==> src/rtl/crypt_core_iter.sv <==
// crypt_core_iter: iterative byte XOR/rotate/shift block cipher, one round per clock.
// Encrypt and decrypt share the data register; decrypt walks the round keys in reverse.

module crypt_core_iter #(
   parameter int NBYTES = 16,
   parameter int KW     = 10,
   parameter int ROUNDS = 4
) (
   input  logic                  clk,
   input  logic                  rst_n,
   input  logic                  in_valid,
   output logic                  in_ready,
   input  logic                  mode,
   input  logic [KW-1:0]         key,
   input  logic [8*NBYTES-1:0]   din,
   output logic                  out_valid,
   input  logic                  out_ready,
   output logic [8*NBYTES-1:0]   dout,
   output logic                  busy
);

   typedef enum logic [1:0] {IDLE, RUN, DONE} state_t;

   state_t                  state_q, state_d;
   logic [7:0]              r_q, r_d;
   logic [NBYTES-1:0][7:0]  data_q, data_d;
   logic [KW-1:0]           key_q, key_d;
   logic                    mode_q, mode_d;

   logic                    accept;
   logic                    last_round;
   logic [7:0]              ridx;
   logic [6:0]              rot_amt;
   logic [7:0]              rk;
   logic [7:0]              round_out [NBYTES];

   assign accept     = in_valid && in_ready;
   assign last_round = (r_q == 8'(ROUNDS-1));

   // Decrypt step j undoes encrypt round ROUNDS-1-j.
   assign ridx    = mode_q ? (8'(ROUNDS-1) - r_q) : r_q;
   assign rot_amt = 7'(32'(ridx) % KW);
   assign rk      = 8'((key_q << rot_amt) | (key_q >> (KW - 32'(rot_amt))));

   for (genvar i = 0; i < NBYTES; i++) begin : g_lane
      localparam int PREV = (i + NBYTES - 1) % NBYTES;
      localparam int NEXT = (i + 1) % NBYTES;
      logic [7:0] enc_t;
      logic [7:0] dec_t;
      // Encrypt: byte from i-1 lands here; decrypt: byte from i+1 lands here first.
      assign enc_t         = data_q[PREV] ^ rk;
      assign dec_t         = {data_q[NEXT][2:0], data_q[NEXT][7:3]};
      assign round_out[i]  = mode_q ? (dec_t ^ rk) : {enc_t[4:0], enc_t[7:5]};
   end

   always_ff @(posedge clk or negedge rst_n) begin
      if (!rst_n) state_q <= IDLE;
      else        state_q <= state_d;
   end

   always_comb begin
      state_d = state_q;
      case (state_q)
         IDLE:    if (accept) state_d = RUN;
         RUN:     if (last_round) state_d = DONE;
         DONE:    if (out_ready) state_d = in_valid ? RUN : IDLE;
         default: state_d = IDLE;
      endcase
   end

   always_comb begin
      in_ready  = 1'b0;
      out_valid = 1'b0;
      busy      = 1'b1;
      dout      = '0;
      case (state_q)
         IDLE: begin
            in_ready = 1'b1;
            busy     = 1'b0;
         end
         DONE: begin
            in_ready  = out_ready;
            out_valid = 1'b1;
            dout      = data_q;
         end
         default: ;
      endcase
   end

   always_comb begin
      r_d    = r_q;
      data_d = data_q;
      key_d  = key_q;
      mode_d = mode_q;
      if (accept) begin
         r_d    = '0;
         data_d = din;
         key_d  = key;
         mode_d = mode;
      end else if (state_q == RUN) begin
         r_d = r_q + 8'd1;
         for (int i = 0; i < NBYTES; i++) data_d[i] = round_out[i];
      end
   end

   always_ff @(posedge clk or negedge rst_n) begin
      if (!rst_n) begin
         r_q    <= '0;
         data_q <= '0;
         key_q  <= '0;
         mode_q <= 1'b0;
      end else begin
         r_q    <= r_d;
         data_q <= data_d;
         key_q  <= key_d;
         mode_q <= mode_d;
      end
   end

endmodule

==> config.mk <==
export PLATFORM = sky130hd
export DESIGN_NAME = crypt_core_iter
export DESIGN_NICKNAME = d
export VERILOG_FILES = /design/src/rtl/crypt_core_iter.sv
export SDC_FILE = /design/constraint.sdc
export NUM_CORES = 1
export LEC_CHECK = 0
export ABC_AREA = 0
export CAP_MARGIN = 15
export CORE_AREA = 5 5 197 199
export CTS_CLUSTER_DIAMETER = 80
export CTS_CLUSTER_SIZE = 12
export DETAILED_ROUTE_END_ITERATION = 7
export DIE_AREA = 0 0 202 204
export GPL_ROUTABILITY_DRIVEN = 0
export GPL_TIMING_DRIVEN = 0
export SLEW_MARGIN = 10
export SYNTH_ARGS = -nofsm -noshare
export SYNTH_HDL_FRONTEND = slang
export SYNTH_SLANG_ARGS = --single-unit
==> constraint.sdc <==
create_clock -name clk -period 20.8 [get_ports clk]
set_input_delay 2.08 -clock clk [delete_from_list [all_inputs] [get_ports clk]]
set_output_delay 2.08 -clock clk [all_outputs]
set_load 0.01 [all_outputs]
==> results of run 1 <==
[worst max path at each step]
stage / cells after the start / endpoint / slack, ps
2_1_floorplan: 33 / data_q[116]$_DFFE_PN0P_ / 13380
3_3_place_gp: 1 / key_q[0]$_DFFE_PN0P_ / 10940
3_5_place_dp: 33 / data_q[28]$_DFFE_PN0P_ / 11270
4_1_cts: 33 / data_q[28]$_DFFE_PN0P_ / 11220
5_1_grt: 33 / data_q[124]$_DFFE_PN0P_ / 10410
6_report: 33 / data_q[28]$_DFFE_PN0P_ / 10960
[state kept, by name, summed over array words and instances, names as in the netlist]
name / cells
data_q: 128
key_q: 10
mode_q: 1
r_q: 8
state_q: 2
[kinds of logic (layout without fill, tap and decap cells)]
| logic type | after synthesis | after routing | share of synthesized area (%) |
|---|---|---|---|
| buffers and inverters | 132 | 438 | 4.79 |
| XOR/XNOR | 271 | 271 | 19.0 |
| AND/OR/NAND/NOR | 419 | 419 | 18.1 |
| multiplexers | 20 | 20 | 1.79 |
| flip-flops | 149 | 149 | 29.5 |
| AO/OA/AOI/OAI | 425 | 425 | 26.2 |
| adder cells (fa/ha/maj) | 6 | 6 | 0.594 |
[worst register-to-register path: cells and delay by family, from the launching register on]
family / cells / cell delay (ps)
xor gates and xnor gates: 1 / 250
buffers and inverters: 8 / 2400
adders and majority gates: 3 / 980
DFF: 1 / 390
AOI/OAI and AO/OA: 12 / 3850
and+or+nand+nor: 9 / 1840
[metal layers]
layer	part of all wire [%]	global-route usage [%]	vias to the layer above
li1	-	-	5832
met4	7.1	17.0	2
met1	39	34.8	6477
met5	0.020	0	-
met3	8.9	6.16	208
met2	45	44.1	938
[layout make-up]
| cell class | count | area, um2 | area share, % |
|---|---|---|---|
| flip-flops and latches | 149 | 3730 | 22.5 |
| well taps | 474 | 593 | 3.57 |
| multi-input cells | 1141 | 8300 | 50.0 |
| inverters | 8 | 30.0 | 0.181 |
| clock buffers | 17 | 425 | 2.56 |
| plain buffers | 124 | 576 | 3.47 |
| clock inverters | 15 | 180 | 1.09 |
| repair buffers | 274 | 2770 | 16.7 |
[synthesized netlist by cell type, types with 4 or more instances]
cell / number / area, um2
sky130_fd_sc_hd__inv_1: 6 / 22.5
sky130_fd_sc_hd__buf_4: 9 / 67.6
sky130_fd_sc_hd__nor2b_1: 4 / 25.0
sky130_fd_sc_hd__a21o_1: 7 / 52.6
sky130_fd_sc_hd__a221oi_1: 18 / 158
sky130_fd_sc_hd__and2_1: 139 / 870
sky130_fd_sc_hd__o21ai_1: 94 / 470
sky130_fd_sc_hd__a21oi_1: 42 / 210
sky130_fd_sc_hd__nor3_1: 17 / 85.1
sky130_fd_sc_hd__mux2i_1: 17 / 170
sky130_fd_sc_hd__nor2_1: 60 / 225
sky130_fd_sc_hd__ha_1: 6 / 75.1
sky130_fd_sc_hd__buf_1: 4 / 15.0
sky130_fd_sc_hd__xor2_1: 138 / 1210
sky130_fd_sc_hd__o21ai_0: 21 / 105
sky130_fd_sc_hd__o211ai_1: 13 / 97.6
sky130_fd_sc_hd__a21boi_0: 7 / 52.6
sky130_fd_sc_hd__buf_6: 7 / 78.8
sky130_fd_sc_hd__a211oi_1: 30 / 225
sky130_fd_sc_hd__a31oi_1: 11 / 68.8
sky130_fd_sc_hd__o22ai_1: 22 / 138
sky130_fd_sc_hd__o311ai_0: 4 / 35.0
sky130_fd_sc_hd__o221ai_1: 17 / 149
sky130_fd_sc_hd__a211oi_2: 4 / 50.1
sky130_fd_sc_hd__nand3_1: 18 / 90.1
sky130_fd_sc_hd__a221oi_2: 8 / 120
sky130_fd_sc_hd__a22oi_1: 11 / 82.6
sky130_fd_sc_hd__nand2b_1: 11 / 68.8
sky130_fd_sc_hd__or3_1: 4 / 25.0
sky130_fd_sc_hd__and3_1: 40 / 250
sky130_fd_sc_hd__nand4_1: 9 / 56.3
sky130_fd_sc_hd__clkbuf_1: 85 / 319
sky130_fd_sc_hd__dfrtp_1: 149 / 3730
sky130_fd_sc_hd__xnor2_1: 130 / 1140
sky130_fd_sc_hd__buf_2: 19 / 95.1
sky130_fd_sc_hd__nand2_1: 86 / 323
sky130_fd_sc_hd__a222oi_1: 68 / 681
[through the flow]
step	area (um2)	util (%)	cells	setup slack (ps)	hold WS (ps)
after floorplan	12600	-	1422	13380	462
after global placement	16000	43.1	2169	10940	500
after detailed placement	16000	43.2	2170	11270	506
after CTS	16600	44.8	2202	11220	524
after global routing	16600	44.8	2202	10410	536
final	16600	44.8	2202	10960	521
==> flow_summary.yaml, run 1 <==
logic_synthesis:
  synth_edf_count: 0
  synth.lib_cells_used.distinct: 94
  syn_avg_cell_area_um2: 8.89
  postSynthNetCount: 1571
  dominantRegCellSynth: "sky130_fd_sc_hd__dfrtp_1"
  synth_cells: 1422
  share_of_flip_flops_with_an_asynchronous_set_or_reset_pct: 100
  yosysWarningCount: 0
  yosysSeqAreaShare_pct: 29.5
  ys_ff_latch: 149
  synthesis.area_um2: 12600
global_route:
  via_count_of_the_first_global_routing_pass: 13300
  grt_pass1_wl_um: 87200
  grt.overflow.total: 0
  antenna_found_initial: 1
  maximum_number_of_pins_on_one_net_before_global_route_repair: 82
  track_usage_pct: 27.9
outcome:
  outcome: "complete, no violations"
timing:
  fmax_ghz: 0.102
  final_period_minus_worst_setup_slack_ps: 9840
  final.setup.tns_ps: 0
  final_hold_viol_count: 0
  finalSetupViolCount: 0
  fin_worst_skew_ps: 13.7
  worst_pin_slew_ps: 939
  grt_setup_unrepaired: "false"
  fin_crit_sh_pct: 47.3
  report.final.slew_viol_count: 0
  relSlewSlack_pct: 37.0
setup_path:
  worst_path_max_delay_cell: "sky130_fd_sc_hd__clkbuf_1"
  timing.reg2reg.setup_slack_ps: 10960
  critPathLaunch: "r_q[2]$_DFFE_PN0P_"
  cpPeakStageDelay_ps: 740
  timing.rr.end: "data_q[28]$_DFFE_PN0P_"
  crit_family: "compound AO/OA/AOI/OAI gates"
  critical_path.max_fanout: 11
  required_time_worst_endpoint_ps: 21110
  worst_setup_path_end_kind: "register"
  worstSetupPathType: "reg2reg"
  worst-path-buf-inv: 8
  worst_setup_path_start_kind: "register"
  crit-reg2reg-launch: "r_q[2]$_DFFE_PN0P_"
  timing.reg2reg.worst_path_depth: 33
  cp.arrival_ps: 10140
hold_path:
  hold_path_startpoint: "key_q[2]$_DFFE_PN0P_"
  worstHoldPathCells: 2
  worst_hold_path.endpoint: "key_q[2]$_DFFE_PN0P_"
  holdCritPathClass: "reg2reg"
detailed_routing:
  first_pass_iters: 7
  detail_route.vias_per_cell: 6.11
  num_vias: 13500
  dr.first_iter.drc_count: 2049
  remaining_drc_errors: 0
  wl_um: 59900
  avgRoutedWirePerCell_um: 27.2
  antenna_left: 0
place:
  buffer_ports.inserted: 273
  hpwl_um: 46200
clocking:
  post_cts_buffers: 0
  clk_slew_on_worst_s_h_paths_ps: 80
  clock-root-buffer: "sky130_fd_sc_hd__clkbuf_16"
  postcts_resize_cnt: 0
  cts_hold_buffers: 0
  cts.sinks: 149
  h-tree-depth: 4
  cts-buffers-inserted: 17
  ctsLongestPathBuffers: 2
  cts_tree: "yes"
  worstSkewPairLatency_ps: 450
cells_and_area:
  fillCellCount: 3596
  area.growth.synth_to_final_pct: 31.4
  final_cell_mix: "sky130_fd_sc_hd__clkdlybuf4s50_1 (272), sky130_fd_sc_hd__dfrtp_1 (149), sky130_fd_sc_hd__and2_1 (139)"
  final_common_cell: "sky130_fd_sc_hd__clkdlybuf4s50_1"
  nNetsFinal: 1864
  final_layout_size_suffix_gt1_share_pct: 7.18
  n_antenna_cell: 0
die:
  start_util_pct: 34.1
  fp-row-count: 71
  die_y_um: 204
  ios: 274
  dieArea_um2: 41200
  fp.coreArea_um2: 37000
  chipWidth_um: 202
job:
  maxCapViolCount: 0
Power of run 1 is not shown: default switching activity piles up to over one toggle a cycle in this logic, so the estimate is an artifact.
==> inputs of run 2 (changes only) <==
==> constraint.sdc (replaced) <==
create_clock -name clk -period 9.51 [get_ports clk]
set_input_delay 0.951 -clock clk [delete_from_list [all_inputs] [get_ports clk]]
set_output_delay 0.951 -clock clk [all_outputs]
set_load 0.01 [all_outputs]
==> run 2 against run 1 <==
Against the previous run: the run now ends with DRC left; register-to-register slack got worse by 10000 ps; setup slack lost 10000 ps; count of clock-buffer cells in the layout unchanged; sequential share of layout area about the same; flip-flop and latch count unchanged; largest cell class unchanged; fmax is 9.8% higher; design area grew 0.22%; critical endpoint is now data_q[1]$_DFFE_PN0P_; cell count about the same; global-route usage about the same; first-iteration DRC count down 2.2%; worst hold slack got worse by 23 ps; die area stayed put.
==> flow_summary.yaml, run 2 (synthesized netlist as in run 1, its figures left out) <==
die:
  fp.coreArea_um2: 37000
  die_y_um: 204
  start_util_pct: 34.1
  fp-row-count: 71
  ios: 274
  chipWidth_um: 202
  dieArea_um2: 41200
setup_path:
  worstSetupPathType: "reg2reg"
  critical_path.max_fanout: 11
  worst_setup_path_end_kind: "register"
  required_time_worst_endpoint_ps: 9800
  timing.reg2reg.setup_slack_ps: 550
  worst_setup_path_start_kind: "register"
  cpPeakStageDelay_ps: 460
  cp.arrival_ps: 9250
  crit_top_cell: "sky130_fd_sc_hd__buf_2"
  worst_path_max_delay_cell: "sky130_fd_sc_hd__nor3_4"
timing:
  final_hold_viol_count: 0
  worst_pin_slew_ps: 930
  report.final.slew_viol_count: 0
  finalSetupViolCount: 0
  relSlewSlack_pct: 37.6
  fin_worst_skew_ps: 12.4
  fin_crit_sh_pct: 94.2
  final_period_minus_worst_setup_slack_ps: 8960
  grt_setup_unrepaired: "false"
  fmax_ghz: 0.112
clocking:
  clk_slew_on_worst_s_h_paths_ps: 70
  cts-buffers-inserted: 17
  worstSkewPairLatency_ps: 450
  cts.sinks: 149
  ctsLongestPathBuffers: 2
  h-tree-depth: 4
  cts_hold_buffers: 0
  cts_tree: "yes"
  clock-root-buffer: "sky130_fd_sc_hd__clkbuf_16"
global_route:
  track_usage_pct: 27.9
  met1_track_demand_over_resource_pct: 34.8
  antenna_found_initial: 1
  grt.overflow.total: 0
  via_count_of_the_first_global_routing_pass: 13300
  global_route.usage.met2_pct: 44.1
  globalRoute.busiestLayer: "met2"
  grt_pass1_wl_um: 87200
  gr-usage-met3_pct: 6.16
  maximum_number_of_pins_on_one_net_before_global_route_repair: 82
cells_and_area:
  fin_util_pct: 44.9
  largest_register_ff_count: 128
  n_antenna_cell: 0
  final_common_cell: "sky130_fd_sc_hd__clkdlybuf4s50_1"
  nNetsFinal: 1866
  largest-register: "data_q"
  fillCellCount: 3588
  area.growth.synth_to_final_pct: 31.7
  final_layout_size_suffix_gt1_share_pct: 7.57
  final_cell_mix: "sky130_fd_sc_hd__clkdlybuf4s50_1 (272), sky130_fd_sc_hd__dfrtp_1 (149), sky130_fd_sc_hd__and2_1 (139)"
  registers_with_the_most_flip_flops: "data_q: 128 flops, key_q: 10 flops, r_q: 8 flops"
place:
  buffer_ports.inserted: 273
  hpwl_um: 46200
detailed_routing:
  first_pass_iters: 8
  avgRoutedWirePerCell_um: 27.2
  dr.first_iter.drc_count: 2004
  remaining_drc_errors: 8
  num_vias: 13600
  wl_um: 60000
  antenna_left: 0
  detail_route.vias_per_cell: 6.17
job:
  maxCapViolCount: 0
outcome:
  outcome: "finished, violations left"
  failed_checks: "DRC"
hold_path:
  holdCritPathClass: "in2async"
-- run 2: cell count changes in the layout (fill, tap and decap cells not counted), sizes merged --
| cell | change |
|---|---|
| buf | +1 |
| clkbuf | +1 |
-- run 2: path summary, 6_finish.rpt --
check                      cells past startpoint                 start                 endpoint
setup / recovery                              33    r_q[2]$_DFFE_PN0P_    data_q[1]$_DFFE_PN0P_
hold / removal                                 1                 rst_n   data_q[44]$_DFFE_PN0P_
setup reg to reg                              33    r_q[2]$_DFFE_PN0P_    data_q[1]$_DFFE_PN0P_
hold reg to reg                                2  key_q[2]$_DFFE_PN0P_     key_q[2]$_DFFE_PN0P_
max in group asynchronous                      2                 rst_n  data_q[104]$_DFFE_PN0P_
min in group clk                               2  key_q[2]$_DFFE_PN0P_     key_q[2]$_DFFE_PN0P_
-- run 2: final cells by class --
cell class	count	area [um2]	share of cell area, %
Clock buffer	17	425	2.56
Inverter	8	30.0	0.181
Multi-Input combinational cell	1141	8310	50.0
Tap cell	474	593	3.56
Clock inverter	15	180	1.08
Buffer	123	577	3.47
Timing Repair Buffer	277	2790	16.8
Sequential cell	149	3730	22.4
-- run 2: stage by stage --
step / area [um2] / setup TNS, ps / hold WS [ps] / cells / setup WS [ps]
3_5_place_dp: 16000 / -23.2 / 506 / 2170 / -22.6
5_1_grt: 16600 / 0 / 536 / 2204 / 31.9
4_1_cts: 16600 / 0 / 524 / 2202 / 100
2_1_floorplan: 12600 / 0 / 462 / 1422 / 2090
6_report: 16600 / 0 / 497 / 2204 / 548
3_3_place_gp: 16000 / 0 / 500 / 2169 / 176
-- run 2: routing by layer --
layer	vias up	routed length, um
li1	5836	-
met1	6592	23000
met2	970	27300
met3	192	5500
met4	2	4210
met5	-	12
-- run 2: worst max-delay path: cells and delay by family (launching register included) --
family,cells,cell delay (ps)
buffers and inverters,8,1980
XOR/XNOR,1,220
AO/OA/AOI/OAI,10,2770
AND/OR/NAND/NOR,10,2300
multiplexers,1,190
adder cells (fa/ha/maj),3,930
flip-flops,1,390
-- run 2: what timing repair did --
action                                  4_1_cts  5_1_grt
setup buffers                                 0        3
resized for setup                             1        6
pin swaps                                     0        1
endpoints found under the setup margin       10      125
gates cloned                                  0        0
Power of run 2 is left out for the same reason.
